<file path="src/rtl/adder_seq_pkg.sv">
// Shared definitions for the nibble-serial add sequencer: FSM encoding and slice width.
package adder_seq_pkg;

   typedef enum logic [1:0] {
      IDLE = 2'd0,
      RUN  = 2'd1,
      DONE = 2'd2
   } state_t;

   localparam int SLICE_W = 4;

endpackage

</file>
<file path="src/rtl/adder_seq_ctrl_nibble_add.sv">
// 4-bit ripple slice shared by both requesters; purely combinational.
module nibble_add
   import adder_seq_pkg::*;
(
   input  logic [SLICE_W-1:0] a,
   input  logic [SLICE_W-1:0] b,
   input  logic               cin,
   output logic [SLICE_W-1:0] s,
   output logic               cout
);

   always_comb begin
      {cout, s} = {1'b0, a} + {1'b0, b} + {{SLICE_W{1'b0}}, cin};
   end

endmodule

</file>
<file path="src/rtl/adder_seq_ctrl.sv">
// Round-robin nibble-serial add sequencer for two requesters.
// Optional subtract support is compiled in with ADDER_SEQ_SUB_EN.
module adder_seq_ctrl
   import adder_seq_pkg::*;
#(
   parameter int WIDTH = 32
) (
   input  logic             clk_i,
   input  logic             rst_i,
   input  logic [1:0]       req_i,
   input  logic [WIDTH-1:0] src1_0_i,
   input  logic [WIDTH-1:0] src2_0_i,
   input  logic [WIDTH-1:0] src1_1_i,
   input  logic [WIDTH-1:0] src2_1_i,
`ifdef ADDER_SEQ_SUB_EN
   input  logic [1:0]       sub_i,
`endif
   output logic [1:0]       ack_o,
   output logic             busy_o,
   output logic             done_o,
   output logic             id_o,
   output logic [WIDTH-1:0] sum_o,
   output logic             cout_o,
   output logic [1:0]       dbg_state_o
);

   localparam int NIB   = WIDTH / SLICE_W;
   localparam int CNT_W = (NIB > 1) ? $clog2(NIB) : 1;

   // Handshake: req_i[k] is a level held until ack_o[k] pulses for one cycle;
   // the requester drops it by the following edge, and req_i is only sampled in IDLE.

   state_t             state_q, state_d;
   logic [WIDTH-1:0]   a_q, b_q;
   logic               c_q;
   logic [CNT_W-1:0]   cnt_q;
   logic               ptr_q;
   logic               grant_any, grant_id, last_step, sub_sel;
   logic [WIDTH-1:0]   src1_sel, src2_sel;
   logic [SLICE_W-1:0] slice_s;
   logic               slice_c;

   assign dbg_state_o = state_q;
   assign last_step   = (cnt_q == CNT_W'(NIB - 1));

`ifdef ADDER_SEQ_SUB_EN
   assign sub_sel = sub_i[grant_id];
`else
   assign sub_sel = 1'b0;
`endif

   nibble_add u_slice (
      .a    (a_q[SLICE_W-1:0]),
      .b    (b_q[SLICE_W-1:0]),
      .cin  (c_q),
      .s    (slice_s),
      .cout (slice_c)
   );

   // A lone request wins outright; the pointer only breaks ties.
   always_comb begin
      grant_any = |req_i;
      grant_id  = ptr_q;
      if (req_i == 2'b01) grant_id = 1'b0;
      else if (req_i == 2'b10) grant_id = 1'b1;
      src1_sel = grant_id ? src1_1_i : src1_0_i;
      src2_sel = grant_id ? src2_1_i : src2_0_i;
   end

   always_comb begin
      state_d = state_q;
      case (state_q)
         IDLE:    if (grant_any) state_d = RUN;
         RUN:     if (last_step) state_d = DONE;
         DONE:    state_d = IDLE;
         default: state_d = IDLE;
      endcase
   end

   always_ff @(posedge clk_i) begin
      if (rst_i) begin
         state_q <= IDLE;
         a_q     <= '0;
         b_q     <= '0;
         c_q     <= 1'b0;
         cnt_q   <= '0;
         ptr_q   <= 1'b0;
         ack_o   <= 2'b00;
         busy_o  <= 1'b0;
         done_o  <= 1'b0;
         id_o    <= 1'b0;
         sum_o   <= '0;
         cout_o  <= 1'b0;
      end else begin
         state_q <= state_d;
         ack_o   <= 2'b00;
         done_o  <= 1'b0;
         busy_o  <= (state_d != IDLE);
         case (state_q)
            IDLE: begin
               if (grant_any) begin
                  a_q   <= src1_sel;
                  b_q   <= sub_sel ? ~src2_sel : src2_sel;
                  c_q   <= sub_sel;
                  cnt_q <= '0;
                  id_o  <= grant_id;
                  ptr_q <= ~grant_id;
                  ack_o <= grant_id ? 2'b10 : 2'b01;
               end
            end
            RUN: begin
               // Result nibbles enter at the top so the LSB nibble lands at [3:0] after NIB steps.
               a_q   <= a_q >> SLICE_W;
               b_q   <= b_q >> SLICE_W;
               c_q   <= slice_c;
               sum_o <= {slice_s, sum_o[WIDTH-1:SLICE_W]};
               cnt_q <= cnt_q + CNT_W'(1);
               if (last_step) begin
                  done_o <= 1'b1;
                  cout_o <= slice_c;
               end
            end
            default: ;
         endcase
      end
   end

endmodule

</file>
<file path="config.mk">
export PLATFORM = sky130hd
export DESIGN_NAME = adder_seq_ctrl
export DESIGN_NICKNAME = d
export VERILOG_FILES = /design/src/rtl/adder_seq_pkg.sv /design/src/rtl/adder_seq_ctrl_nibble_add.sv /design/src/rtl/adder_seq_ctrl.sv
export SDC_FILE = /design/constraint.sdc
export NUM_CORES = 1
export LEC_CHECK = 0
export CAP_MARGIN = 20
export CELL_PAD_IN_SITES_DETAIL_PLACEMENT = 1
export CELL_PAD_IN_SITES_GLOBAL_PLACEMENT = 2
export CORE_MARGIN = 10
export CORE_UTILIZATION = 30
export CTS_CLUSTER_SIZE = 14
export DETAILED_ROUTE_END_ITERATION = 8
export PLACE_DENSITY_LB_ADDON = 0.3
export SYNTH_ARGS = -nofsm -noshare
export SYNTH_HDL_FRONTEND = slang
export SYNTH_HIERARCHICAL = 1
export SYNTH_SLANG_ARGS = --single-unit
</file>
<file path="constraint.sdc">
create_clock -name clk_i -period 2.69 [get_ports clk_i]
set_input_delay 0.269 -clock clk_i [delete_from_list [all_inputs] [get_ports clk_i]]
set_output_delay 0.269 -clock clk_i [all_outputs]
set_load 0.005 [all_outputs]
</file>
==> impl_metrics.py, run 1 <==
metrics = {
    "sta": {
        "worst_slew_pin_slew_ns": 0.794,
        "grt_setup_unrepaired": "no",
        "slew_headroom_pct": 47.1,
        "setup-tns-final_ns": 0,
        "hold_viol_final": 0,
        "slew_viol_final": 0,
        "hold_slack_ns": 0.337,
        "finalSetupViolCount": 0,
        "finClkSkew_ns": 0.00986,
        "max_freq_mhz": 477,
        "layout_worst_path_cycle_share_pct": 78.0,
        "period_minus_slack_ns": 2.10,
    },
    "synthesis": {
        "synth_seq_cells": 109,
        "avgSynthCellArea_sq_um": 8.65,
        "synth-seq-area-share_pct": 37.8,
        "synth_top_area_cell": "dfxtp_1",
        "ys_warn_count": 6,
        "synth.most_common_cell": "dfxtp_1",
        "syn_inst": 667,
        "synth_top_area_share_pct": 37.8,
        "syn_nets": 807,
        "synth_area_sq_um": 5770,
        "synth.distinct_cells": 36,
        "synth_common_cells": "dfxtp_1, nand2_1, nand3_1",
        "synth_edf_count": 0,
        "async_flop_share_pct": 0,
        "synth_ff_type": "dfxtp_1",
        "synth.area.top_cells": "dfxtp_1, o2111ai_1, o221ai_1",
    },
    "pwr": {
        "ir_worst_vdd_uv": 279,
        "powerDensity_nw_per_um2": 506,
        "leakage_nw": 2.54,
    },
    "critical_path": {
        "endpoint_kind": "output port",
        "startpoint_type": "flop",
        "cp.buffers_inverters": 1,
        "r2r-end": "cout_o$_SDFFE_PP0P_",
        "r2r-start": "dbg_state_o[1]$_SDFF_PP0_",
        "cp.depth": 1,
        "critPathMaxFanout": 41,
        "path_cells": "clkdlybuf4s50_1",
        "path_delay_family": "flip-flops",
        "reg2reg_depth": 5,
        "slowest_delay_ns": 0.83,
        "cp_slowest_cell": "dfxtp_2",
        "worstPathRequired_ns": 2.42,
        "rrSetupSlack_ns": 0.60,
        "critical_path_class": "reg -> out",
        "crit_end": "dbg_state_o[1]",
        "crit_arrival_ns": 1.83,
        "cp-startpoint": "dbg_state_o[1]$_SDFF_PP0_",
    },
    "clock_tree": {
        "clk_latency_ns": 0.35,
        "clk_pin_slew_ns": 0.08,
        "ctsHtreeMaxLevel": 3,
        "cts_sinks": 109,
        "ctsResizeCount": 0,
        "clock-root-buffer": "clkbuf_16",
        "clk_path_buf_depth": 2,
        "cts_setup_buffers": 0,
        "tritoncts": "built",
        "ctsHoldBuffers": 0,
        "numCtsBuffers": 9,
    },
    "finish": {
        "seqCellArea_sq_um": 2180,
        "multi_input_comb_area_sq_um": 3110,
        "final_layout_size_suffix_gt1_share_pct": 6.87,
        "final_util_pct": 41.8,
        "nNetsFinal": 921,
        "nFillCells": 2178,
        "syn_to_final_growth_pct": 36.3,
    },
    "floorplanning": {
        "die_width_microns": 159,
        "rows": 50,
        "core-area_sq_um": 18800,
        "io_pins": 172,
        "dieArea_sq_um": 25200,
        "die_h_microns": 159,
        "start_util_pct": 30.6,
    },
    "grt": {
        "gr-total-overflow": 0,
        "grt_pass1_wl_mm": 34.6,
        "grt_start_max_net_pins": 70,
        "track_usage_pct": 17.2,
        "antenna_found_initial": 2,
        "grt_pass1_vias": 6353,
    },
    "hold_path": {
        "hold_path_class": "in -> reg",
    },
    "routing": {
        "drtIter0Drc": 234,
        "viasPerCell": 5.74,
        "ant_nets": 0,
        "drt-pass1-iter-count": 4,
        "routedWlPerCell_microns": 21.0,
        "vias": 6008,
        "routed_wl_mm": 22.0,
        "drc": 0,
    },
    "placed_design": {
        "hpwl_mm": 15.4,
        "port_buffers": 171,
        "gp_congestion": 0.784,
    },
    "status": {
        "outcome": "completed",
    },
    "job": {
        "max-cap-violations": 0,
    },
}
-- placed cells by master (no fill, tap or decap), types with 3 or more instances in the layout --
cell / Yosys / final
nand3_1: 64 / 64
o2111ai_1: 63 / 63
clkbuf_16: 0 / 9
buf_4: 6 / 20
nand2_1: 70 / 70
nand2b_1: 4 / 4
clkdlybuf4s50_1: 0 / 169
o21ai_0: 7 / 7
ha_1: 6 / 6
clkinv_2: 0 / 3
a221oi_1: 52 / 52
and2_1: 56 / 56
dfxtp_1: 109 / 107
inv_1: 16 / 15
a221oi_2: 4 / 4
o221ai_1: 63 / 63
a21oi_1: 40 / 40
-- logic make-up (layout without fill, tap and decap cells) --
group           after synthesis  after routing  share of synthesized area [%]
other cells                   0              1                              0
simple gates                206            206                           18.1
buf+inv                     105            224                           8.56
compound gates              236            236                           33.1
fa+ha+maj                     9              9                           2.17
flops                       109            109                           37.8
xor+xnor                      2              2                          0.304
-- metrics by stage --
step	cells	worst slack, ns	power [W]	area [sq um]
CTS	1046	0.537	0.00401	7860
global placement	1029	0.280	0.00261	7550
floorplan	667	1.20	0.00226	5770
detailed placement	1030	0.492	0.00265	7570
finish	1047	0.592	0.00398	7870
global route	1047	0.410	0.00416	7870
-- power breakdown --
group,switching (W),internal [W],leakage [nW]
Clock,0.000646,0.000727,0.150
Combinational,0.000406,0.000368,1.50
Sequential,0.000101,0.00173,0.893
-- sequential cells by signal, summed over array words and instances, names as in the netlist, 2 cells and up --
register and count:
cnt_q 3, b_q 32, ack_o 2, a_q 32, dbg_state_o 2, sum_o 32
-- worst min path at each step --
stage / cells past startpoint / endpoint / slack [ns] / start
after global routing: 2 / sum_o[17]$_SDFFE_PP0P_ / 0.35 / rst_i
final: 2 / sum_o[17]$_SDFFE_PP0P_ / 0.34 / rst_i
after detailed placement: 2 / sum_o[0]$_SDFFE_PP0P_ / 0.46 / sum_o[0]$_SDFFE_PP0P_
after CTS: 2 / sum_o[17]$_SDFFE_PP0P_ / 0.34 / rst_i
after global placement: 2 / sum_o[1]$_SDFFE_PP0P_ / 0.44 / sum_o[1]$_SDFFE_PP0P_
after floorplan: 2 / b_q[29]$_SDFFE_PP0P_ / 0.43 / req_i[0]
-- cell type report --
| class | count | share of cell area (%) |
|---|---|---|
| Multi-Input combinational cell | 453 | 39.5 |
| Sequential cell | 109 | 27.8 |
| Timing Repair Buffer | 192 | 24.0 |
| Tap cell | 260 | 4.14 |
| Clock buffer | 9 | 2.86 |
| Clock inverter | 7 | 0.907 |
| Inverter | 16 | 0.764 |
| Antenna cell | 1 | 0.0318 |
-- routing by layer --
metal / share of wire [%] / global-route usage (%) / up-vias
met3: 8.1 / 4.67 / 27
li1: - / - / 2839
met4: 1.8 / 6.48 / 2
met2: 47 / 28.0 / 197
met1: 43 / 21.3 / 2943
met5: 0.045 / 0 / -
(Power assumes the default switching activity.)
==> run 2: changes to the inputs <==
- CORE_UTILIZATION: 30 -> 27
- clock period: 2.69 -> 2.15 ns (I/O delays scaled with it)
==> run 2 against run 1 <==
- clock-buffer cell count is 2 higher
- core utilization is 4.1 points lower
- worst hold slack worse by 0.010 ns
- register-to-register slack worse by 0.15 ns
- total power is 27% higher
- clock power is 32% higher
- largest power group unchanged
==> impl_metrics.py, run 2 (synthesis results as in run 1) <==
metrics = {
    "grt": {
        "grt_start_max_net_pins": 106,
        "antenna_found_initial": 0,
        "gr-total-overflow": 0,
        "grt_pass1_vias": 6246,
        "track_usage_pct": 15.4,
        "grt_pass1_wl_mm": 35.4,
    },
    "clock_tree": {
        "cts_setup_buffers": 0,
        "numCtsBuffers": 9,
        "clk_pin_slew_ns": 0.08,
        "tritoncts": "built",
        "clock-root-buffer": "clkbuf_16",
        "ctsHoldBuffers": 0,
        "clk_latency_ns": 0.36,
        "clk_path_buf_depth": 2,
        "ctsHtreeMaxLevel": 3,
        "cts_sinks": 109,
        "ctsResizeCount": 0,
    },
    "placed_design": {
        "dpl_cell_area_sq_um": 7590,
        "gp_congestion": 0.803,
        "hpwl_mm": 15.5,
        "port_buffers": 171,
    },
    "finish": {
        "final_cell_mix": "clkdlybuf4s50_1, dfxtp_1, nand2_1",
        "seqCellArea_sq_um": 2180,
        "nFillCells": 2373,
        "finalInstanceArea_sq_um": 7910,
        "syn_to_final_growth_pct": 37.1,
        "nNetsFinal": 919,
        "final_common_cell": "clkdlybuf4s50_1",
        "multi_input_comb_area_sq_um": 3110,
        "final_layout_size_suffix_gt1_share_pct": 6.63,
        "n_antenna_cell": 0,
        "top_regs": "a_q: 32 flops, b_q: 32 flops, sum_o: 32 flops",
    },
    "routing": {
        "ant_nets": 0,
        "wl_met3_mm": 1.40,
        "vias": 5840,
        "drc": 0,
        "top_layer": "met4",
        "routedWlPerCell_microns": 20.8,
        "wl_met2_mm": 9.95,
        "drtIter0Drc": 401,
        "drt-pass1-iter-count": 5,
        "routed_wl_mm": 22.1,
        "viasPerCell": 5.51,
        "met1Wirelength_mm": 10.5,
    },
    "pwr": {
        "powerDensity_nw_per_um2": 640,
        "leakage_nw": 2.55,
        "ir_worst_vdd_uv": 312,
        "power_w": 0.00506,
    },
    "sta": {
        "hold_viol_final": 0,
        "grt_setup_unrepaired": "no",
        "max_freq_mhz": 556,
        "finClkSkew_ns": 0.0113,
        "slew_headroom_pct": 59.9,
        "finalSetupViolCount": 0,
        "period_minus_slack_ns": 1.80,
        "layout_worst_path_cycle_share_pct": 83.6,
        "setup-tns-final_ns": 0,
        "worst_slew_pin_slew_ns": 0.598,
        "hold_slack_ns": 0.327,
        "slew_viol_final": 0,
    },
    "critical_path": {
        "critical_path_class": "reg -> out",
        "endpoint_kind": "output port",
        "cp_slowest_cell": "dfxtp_2",
        "startpoint_type": "flop",
        "worstPathRequired_ns": 1.93,
        "path_cells": "clkdlybuf4s50_1",
        "cp.depth": 1,
        "reg2reg_depth": 8,
        "path_delay_family": "flip-flops",
        "slowest_delay_ns": 0.63,
        "crit_arrival_ns": 1.58,
        "cp.buffers_inverters": 1,
        "critPathMaxFanout": 23,
    },
    "job": {
        "max-cap-violations": 0,
    },
    "floorplanning": {
        "core-area_sq_um": 21000,
        "rows": 53,
        "die_h_microns": 166,
        "io_pins": 172,
        "start_util_pct": 27.5,
        "dieArea_sq_um": 27600,
        "die_width_microns": 166,
    },
    "hold_path": {
        "hold_depth": 2,
        "hold_path_class": "in -> reg",
    },
    "status": {
        "outcome": "completed",
    },
}
-- run 2: changes by cell type in the layout (fill, tap and decap cells not counted) --
cell / change
buf_12: +2
inv_8: +1
inv_6: -1
diode_2: -1
clkbuf_8: +2
clkinv_2: -3
clkinvlp_4: +1
buf_4: -4
-- run 2: area by class of cell --
| type | instances | share of cell area, % |
|---|---|---|
| Sequential cell | 109 | 27.6 |
| Inverter | 16 | 0.759 |
| Tap cell | 275 | 4.35 |
| Multi-Input combinational cell | 453 | 39.3 |
| Clock buffer | 11 | 3.19 |
| Clock inverter | 5 | 0.838 |
| Timing Repair Buffer | 190 | 24.0 |
-- run 2: stage by stage --
| step | utilization, % | worst slack (ns) | cells |
|---|---|---|---|
| 2_1_floorplan | - | 0.657 | 667 |
| 3_3_place_gp | 36.1 | 0.334 | 1043 |
| 3_5_place_dp | 36.1 | 0.259 | 1043 |
| 4_1_cts | 37.6 | 0.322 | 1059 |
| 5_1_grt | 37.6 | 0.272 | 1059 |
| 6_report | 37.6 | 0.352 | 1059 |
-- run 2: metal layers --
metal,track usage (%),up-vias
li1,-,2830
met1,20.4,2805
met2,24.5,189
met3,3.83,16
met4,3.66,0
met5,0,-
-- run 2: worst paths after layout --
kind                        startpoint                     to  slack, ns
max          dbg_state_o[1]$_SDFF_PP0_         dbg_state_o[1]       0.35
min                              rst_i    a_q[3]$_SDFFE_PP0P_       0.33
max reg2reg        a_q[0]$_SDFFE_PP0P_       c_q$_SDFFE_PP0P_       0.45
min reg2reg      sum_o[3]$_SDFFE_PP0P_  sum_o[3]$_SDFFE_PP0P_       0.45
-- run 2: power by group --
part / internal, W / leakage, nW / switching (W) / total, W
Combinational: 0.000462 / 1.50 / 0.000497 / 0.000959
Sequential: 0.00216 / 0.893 / 0.000134 / 0.00230
Clock: 0.000984 / 0.154 / 0.000823 / 0.00181
Total: 0.00361 / 2.55 / 0.00145 / 0.00506
==> run 3: changes to the inputs <==
- CORE_UTILIZATION: 27 -> 25
- clock period: 2.15 -> 1.59 ns (I/O delays scaled with it)
==> run 3 against run 2 <==
- combinational power rose by 47%
- clock-buffer cell count down 2
- total power is 41% higher
- sequential share of layout area is 0.82 points lower
- via count rose by 1.6%
- register-to-register slack worse by 0.42 ns
- core utilization down 1.5 points
- design area grew 3.8%
- worst setup slack worse by 0.32 ns
- sequential power up 35%
- highest routed layer unchanged
==> impl_metrics.py, run 3 (synthesis results as in run 1) <==
metrics = {
    "grt": {
        "antenna_found_initial": 0,
        "grt_start_max_net_pins": 68,
        "grt_pass1_vias": 6182,
        "grt_pass1_wl_mm": 35.9,
        "track_usage_pct": 15.2,
        "gr-total-overflow": 0,
    },
    "critical_path": {
        "endpoint_kind": "flop",
        "cp_slowest_cell": "dfxtp_4",
        "cp-startpoint": "a_q[0]$_SDFFE_PP0P_",
        "r2r-start": "a_q[0]$_SDFFE_PP0P_",
        "startpoint_type": "flop",
        "critPathMaxFanout": 2,
        "r2r-end": "cout_o$_SDFFE_PP0P_",
        "cp_common_cell": "fa_2",
        "reg2reg_depth": 8,
        "rrSetupSlack_ns": 0.03,
        "slowest_delay_ns": 0.38,
        "path_cells": "fa_2 > inv_2 > fa_2 > nor2b_2 > o21ai_1 > nand2b_1 > nand3_1 > a21oi_1",
        "crit_arrival_ns": 1.84,
        "worstPathRequired_ns": 1.88,
        "critical_path_class": "reg -> reg",
    },
    "sta": {
        "hold_viol_final": 0,
        "period_minus_slack_ns": 1.56,
        "finalSetupViolCount": 0,
        "slew_headroom_pct": 69.7,
        "grt_setup_unrepaired": "yes",
        "slew_viol_final": 0,
        "hold_slack_ns": 0.251,
        "worst_slew_pin_slew_ns": 0.454,
        "finClkSkew_ns": 0.00920,
        "max_freq_mhz": 643,
        "layout_worst_path_cycle_share_pct": 97.9,
    },
    "pwr": {
        "clkPwrFrac_pct": 37.0,
        "ir_worst_vdd_uv": 499,
        "leakage_nw": 2.69,
        "power_w": 0.00716,
        "p_switching_w": 0.00198,
        "switching_share_pct": 27.7,
        "p_int_w": 0.00518,
        "powerDensity_nw_per_um2": 872,
        "p_comb_share_pct": 19.8,
        "pwr-share-seq_pct": 43.2,
    },
    "clock_tree": {
        "tritoncts": "built",
        "numCtsBuffers": 9,
        "ctsHtreeMaxLevel": 3,
        "clk_latency_ns": 0.35,
        "clk_path_buf_depth": 2,
        "clock-root-buffer": "clkbuf_16",
        "clk_pin_slew_ns": 0.08,
        "cts_sinks": 109,
        "ctsHoldBuffers": 0,
    },
    "floorplanning": {
        "die_width_microns": 172,
        "die_h_microns": 172,
        "start_util_pct": 25.4,
        "rows": 55,
        "core-area_sq_um": 22700,
        "dieArea_sq_um": 29600,
        "io_pins": 172,
    },
    "finish": {
        "top_regs": "a_q: 32 flops, b_q: 32 flops, sum_o: 32 flops",
        "nNetsFinal": 936,
        "final_layout_size_suffix_gt1_share_pct": 9.74,
        "final_common_cell": "clkdlybuf4s50_1",
        "syn_to_final_growth_pct": 42.3,
        "final_cell_mix": "clkdlybuf4s50_1, dfxtp_1, nand2_1",
        "n_antenna_cell": 0,
        "finalInstanceArea_sq_um": 8210,
    },
    "placed_design": {
        "gp_congestion": 0.797,
        "port_buffers": 171,
        "dpl_cell_area_sq_um": 7800,
        "hpwl_mm": 16.2,
    },
    "routing": {
        "routed_wl_mm": 22.7,
        "viasPerCell": 5.46,
        "routedWlPerCell_microns": 20.9,
        "drt-pass1-iter-count": 4,
        "ant_nets": 0,
        "drc": 0,
        "vias": 5931,
        "drtIter0Drc": 314,
    },
    "hold_path": {
        "min_from": "rst_i",
        "hold_depth": 3,
        "hold_path_class": "in -> reg",
        "min_to": "dbg_state_o[0]$_SDFF_PP0_",
    },
    "job": {
        "max-cap-violations": 0,
    },
    "status": {
        "outcome": "completed",
    },
}
==> run 3: cell count changes in the layout (fill, tap and decap cells not counted), sizes merged <==
cell | before | now
dlygate4sd2 | 0 | 1
bufinv | 1 | 3
clkbuf | 11 | 9
clkdlybuf4s50 | 169 | 168
buf | 21 | 38
==> run 3: final cells by class <==
class / count / area (sq um)
sequential: 109 / 2200
inverter: 16 / 60.1
fill: 2597 / 14500
multi-input combinational: 453 / 3120
timing repair buffer: 207 / 2130
tap: 285 / 357
clock inverter: 7 / 120
clock buffer: 9 / 225
==> run 3: metrics by stage <==
stage,TNS (ns),utilization [%],std cells,setup WS (ns)
CTS,0,36.0,1084,0.00554
finish,0,36.2,1086,0.0336
global placement,-7.57,34.3,1067,-0.138
detailed placement,-9.80,34.3,1067,-0.208
global route,-0.136,36.2,1086,-0.0601
floorplan,0,-,667,0.0972
==> run 3: worst max-delay path: cells and delay by family, from the launching register on <==
family / cells / cell delay [ns]
compound gates: 2 / 0.20
buf+inv: 1 / 0.04
simple gates: 3 / 0.32
flops: 1 / 0.38
fa+ha+maj: 2 / 0.56
==> run 3: repair_timing <==
item	4_1_cts	5_1_grt
pin swaps	1	1
buffers inserted	1	2
resized for setup	12	6
setup endpoints to repair	6	6
==> run 3: layer usage <==
layer / share of wire, % / track usage, % / vias to the layer above / routed length (microns)
li1: - / - / 2852 / -
met1: 46 / 20.6 / 2878 / 10500
met2: 46 / 23.6 / 184 / 10500
met3: 6.2 / 3.58 / 17 / 1410
met4: 1.3 / 4.05 / 0 / 298
met5: 0 / 0 / - / 0
==> run 3: how the worst max path moves through the flow <==
| stage | endpoint | slack (ns) |
|---|---|---|
| 6_report | cout_o$_SDFFE_PP0P_ | 0.03 |
| 5_1_grt | sum_o[31]$_SDFFE_PP0P_ | -0.06 |
| 4_1_cts | cout_o$_SDFFE_PP0P_ | 0.006 |
| 3_5_place_dp | b_q[23]$_SDFFE_PP0P_ | -0.21 |
| 3_3_place_gp | b_q[24]$_SDFFE_PP0P_ | -0.14 |
| 2_1_floorplan | cout_o$_SDFFE_PP0P_ | 0.1 |
==> run 3: power groups by stage <==
stage	clock (W)	combinational, W	sequential [W]
after floorplan	0	0.000734	0.00309
after global placement	0	0.00137	0.00315
after detailed placement	0	0.00140	0.00316
after CTS	0.00274	0.00141	0.00310
after global routing	0.00283	0.00154	0.00313
final	0.00265	0.00141	0.00310
==> variant (flow settings as in run 3) <==
Build with the macro `ADDER_SEQ_SUB_EN` defined.
--- a/src/rtl/adder_seq_ctrl.sv
+++ b/src/rtl/adder_seq_ctrl.sv
@@ -1,4 +1,6 @@
 // Round-robin nibble-serial add sequencer for two requesters.
 // Optional subtract support is compiled in with ADDER_SEQ_SUB_EN.
+`define ADDER_SEQ_SUB_EN
+
 module adder_seq_ctrl
    import adder_seq_pkg::*;
Ports: changed (added sub_i); port bits go from 172 to 174. No check against the original RTL was run, so the function may have changed too.
==> variant against run 3 <==
Critical path type unchanged. Sequential cell count stayed put. The run now ends with setup timing left. Wire length fell by 17%. Power is 13% higher. Highest routed layer unchanged. Hold slack got worse by 0.074 ns. Clock skew grew 0.00052 ns. Sequential share of layout area decreased by 1.1 points. Setup slack got worse by 0.22 ns. Cell area grew 4.2%. Die area is 10% lower. Area after synthesis down 11%. Maximum frequency down 12%.
==> variant: results (changes against run 3) <==
{
  "outcome": "complete, but fails checks",
  "violations": "setup timing",
  "nNetsFinal": {"value": 889, "change": "-5.0%"},
  "layout.filler_cells": {"value": 2233, "change": "-14%"},
  "ys_seq_area_frac": {"value": 0.426, "change": "+0.0479"},
  "place_worst_setup_slack": {"value": -0.608, "unit": "ns", "change": "-0.400 ns"},
  "gpl.final_weighted_congestion": {"value": 0.755, "change": "-5.3%"},
  "power.static_leakage": {"value": 3.14, "unit": "nW", "change": "+17%"},
  "grt_max_degree": {"value": 77, "change": "+13%"},
  "drt_first_pass_iters": {"value": 7, "change": "+3"},
  "synth_top_cells_by_count": "sky130_fd_sc_hd__dfxtp_1 (109), sky130_fd_sc_hd__nand2_1 (75), sky130_fd_sc_hd__a21oi_1 (43), sky130_fd_sc_hd__nor2_1 (39), sky130_fd_sc_hd__xnor2_1 (34)",
  "synthesis.area_per_instance": {"value": 9.33, "unit": "um^2", "change": "+7.8%"},
  "timing.final.ws_setup": {"value": -0.187, "unit": "ns", "change": "-0.220 ns"},
  "timing.hold.worst_endpoint": "c_q$_SDFFE_PP0P_",
  "via_count_of_the_first_global_routing_pass": {"value": 5306, "change": "-14%"},
  "dp.cells": {"value": 980, "change": "-8.2%"},
  "synth_cell_type_count": {"value": 38, "change": "+5.6%"},
  "detailed_place.area": {"value": 0.00734, "unit": "mm^2", "change": "-5.9%"},
  "min_delay_path_depth": {"value": 2, "change": "-1"},
  "timing.final.setup_violations": {"value": 63, "change": "+63"},
  "final.setup_skew": {"value": 0.00972, "unit": "ns", "change": "+0.000516 ns"},
  "fin_tns_setup": {"value": -5.16, "unit": "ns", "change": "-5.16 ns"},
  "buffer_ports.inserted": {"value": 173, "change": "+1.2%"},
  "timing_worst_slew_pin_value": {"value": 0.375, "unit": "ns", "change": "-0.0788 ns"},
  "r2r.worst_path.cells": {"value": 9, "change": "+1"},
  "slowest_stage": "sky130_fd_sc_hd__fa_2",
  "core_area": {"value": 0.0202, "unit": "mm^2", "change": "-11%"},
  "post_synthesis_net_count": {"value": 691, "change": "-14%"},
  "vias": {"value": 4902, "change": "-17%"}
}
## variant: what timing repair did
action	CTS	global route
hold buffers	0	0
resized for setup	100	37
pin swaps	49	38
gates cloned	6	1
endpoints found under the setup margin	70	68
setup buffers	15	10
## variant: routing by layer
layer | up-vias | GRT usage | routed length, um
met2 | 111 | 0.253 | 9840
met5 | - | 0 | 0
li1 | 2376 | - | -
met1 | 2405 | 0.146 | 7730
met3 | 10 | 0.0383 | 1090
met4 | 0 | 0.0369 | 173
## variant: layout make-up
class / instances / area (um^2) / share of cell area
multi-input cells: 383 / 3090 / 0.361
inverters: 5 / 18.8 / 0.00219
well taps: 270 / 338 / 0.0395
repair buffers: 239 / 2590 / 0.302
clock inverters: 2 / 38.8 / 0.00453
clock buffers: 14 / 284 / 0.0332
flip-flops and latches: 109 / 2200 / 0.257
diodes: 1 / 2.50 / 0.000293
## variant: metrics by stage
stage | total power, mW | hold WS, ns | utilization
floorplan | 4.30 | 0.359 | -
global placement | 5.11 | 0.438 | 0.364
detailed placement | 5.17 | 0.449 | 0.364
CTS | 8.06 | 0.165 | 0.412
global route | 8.51 | 0.210 | 0.424
finish | 8.11 | 0.177 | 0.424
## variant: worst max-delay path by stage
stage	from	endpoint	depth (start not counted)
floorplan	c_q$_SDFFE_PP0P_	c_q$_SDFFE_PP0P_	9
global placement	req_i[0]	a_q[23]$_SDFFE_PP0P_	7
detailed placement	req_i[0]	b_q[26]$_SDFFE_PP0P_	8
CTS	a_q[0]$_SDFFE_PP0P_	c_q$_SDFFE_PP0P_	9
global route	a_q[0]$_SDFFE_PP0P_	c_q$_SDFFE_PP0P_	9
finish	a_q[0]$_SDFFE_PP0P_	c_q$_SDFFE_PP0P_	9
## variant: critical path, delay by kind of cell, from the launching register on
kind,cells,cell delay [ns]
flops,1,0.36
buf+inv,1,0.06
simple gates,3,0.21
compound gates,3,0.45
fa+ha+maj,2,0.58
## variant: cell families after synthesis
| group | after synthesis | share of synthesized area |
|---|---|---|
| AO/OA/AOI/OAI | 148 | 0.197 |
| XOR/XNOR | 34 | 0.0581 |
| adder cells (fa/ha/maj) | 8 | 0.0225 |
| buffers and inverters | 57 | 0.0606 |
| flip-flops | 109 | 0.426 |
| multiplexers | 61 | 0.129 |
| AND/OR/NAND/NOR | 132 | 0.108 |
## variant: report_power, final
| group | switching, mW | internal, mW | leakage, nW | total, mW |
|---|---|---|---|---|
| logic | 1.06 | 1.49 | 2.09 | 2.55 |
| registers | 0.174 | 2.98 | 0.895 | 3.16 |
| clock network | 1.01 | 1.40 | 0.159 | 2.40 |
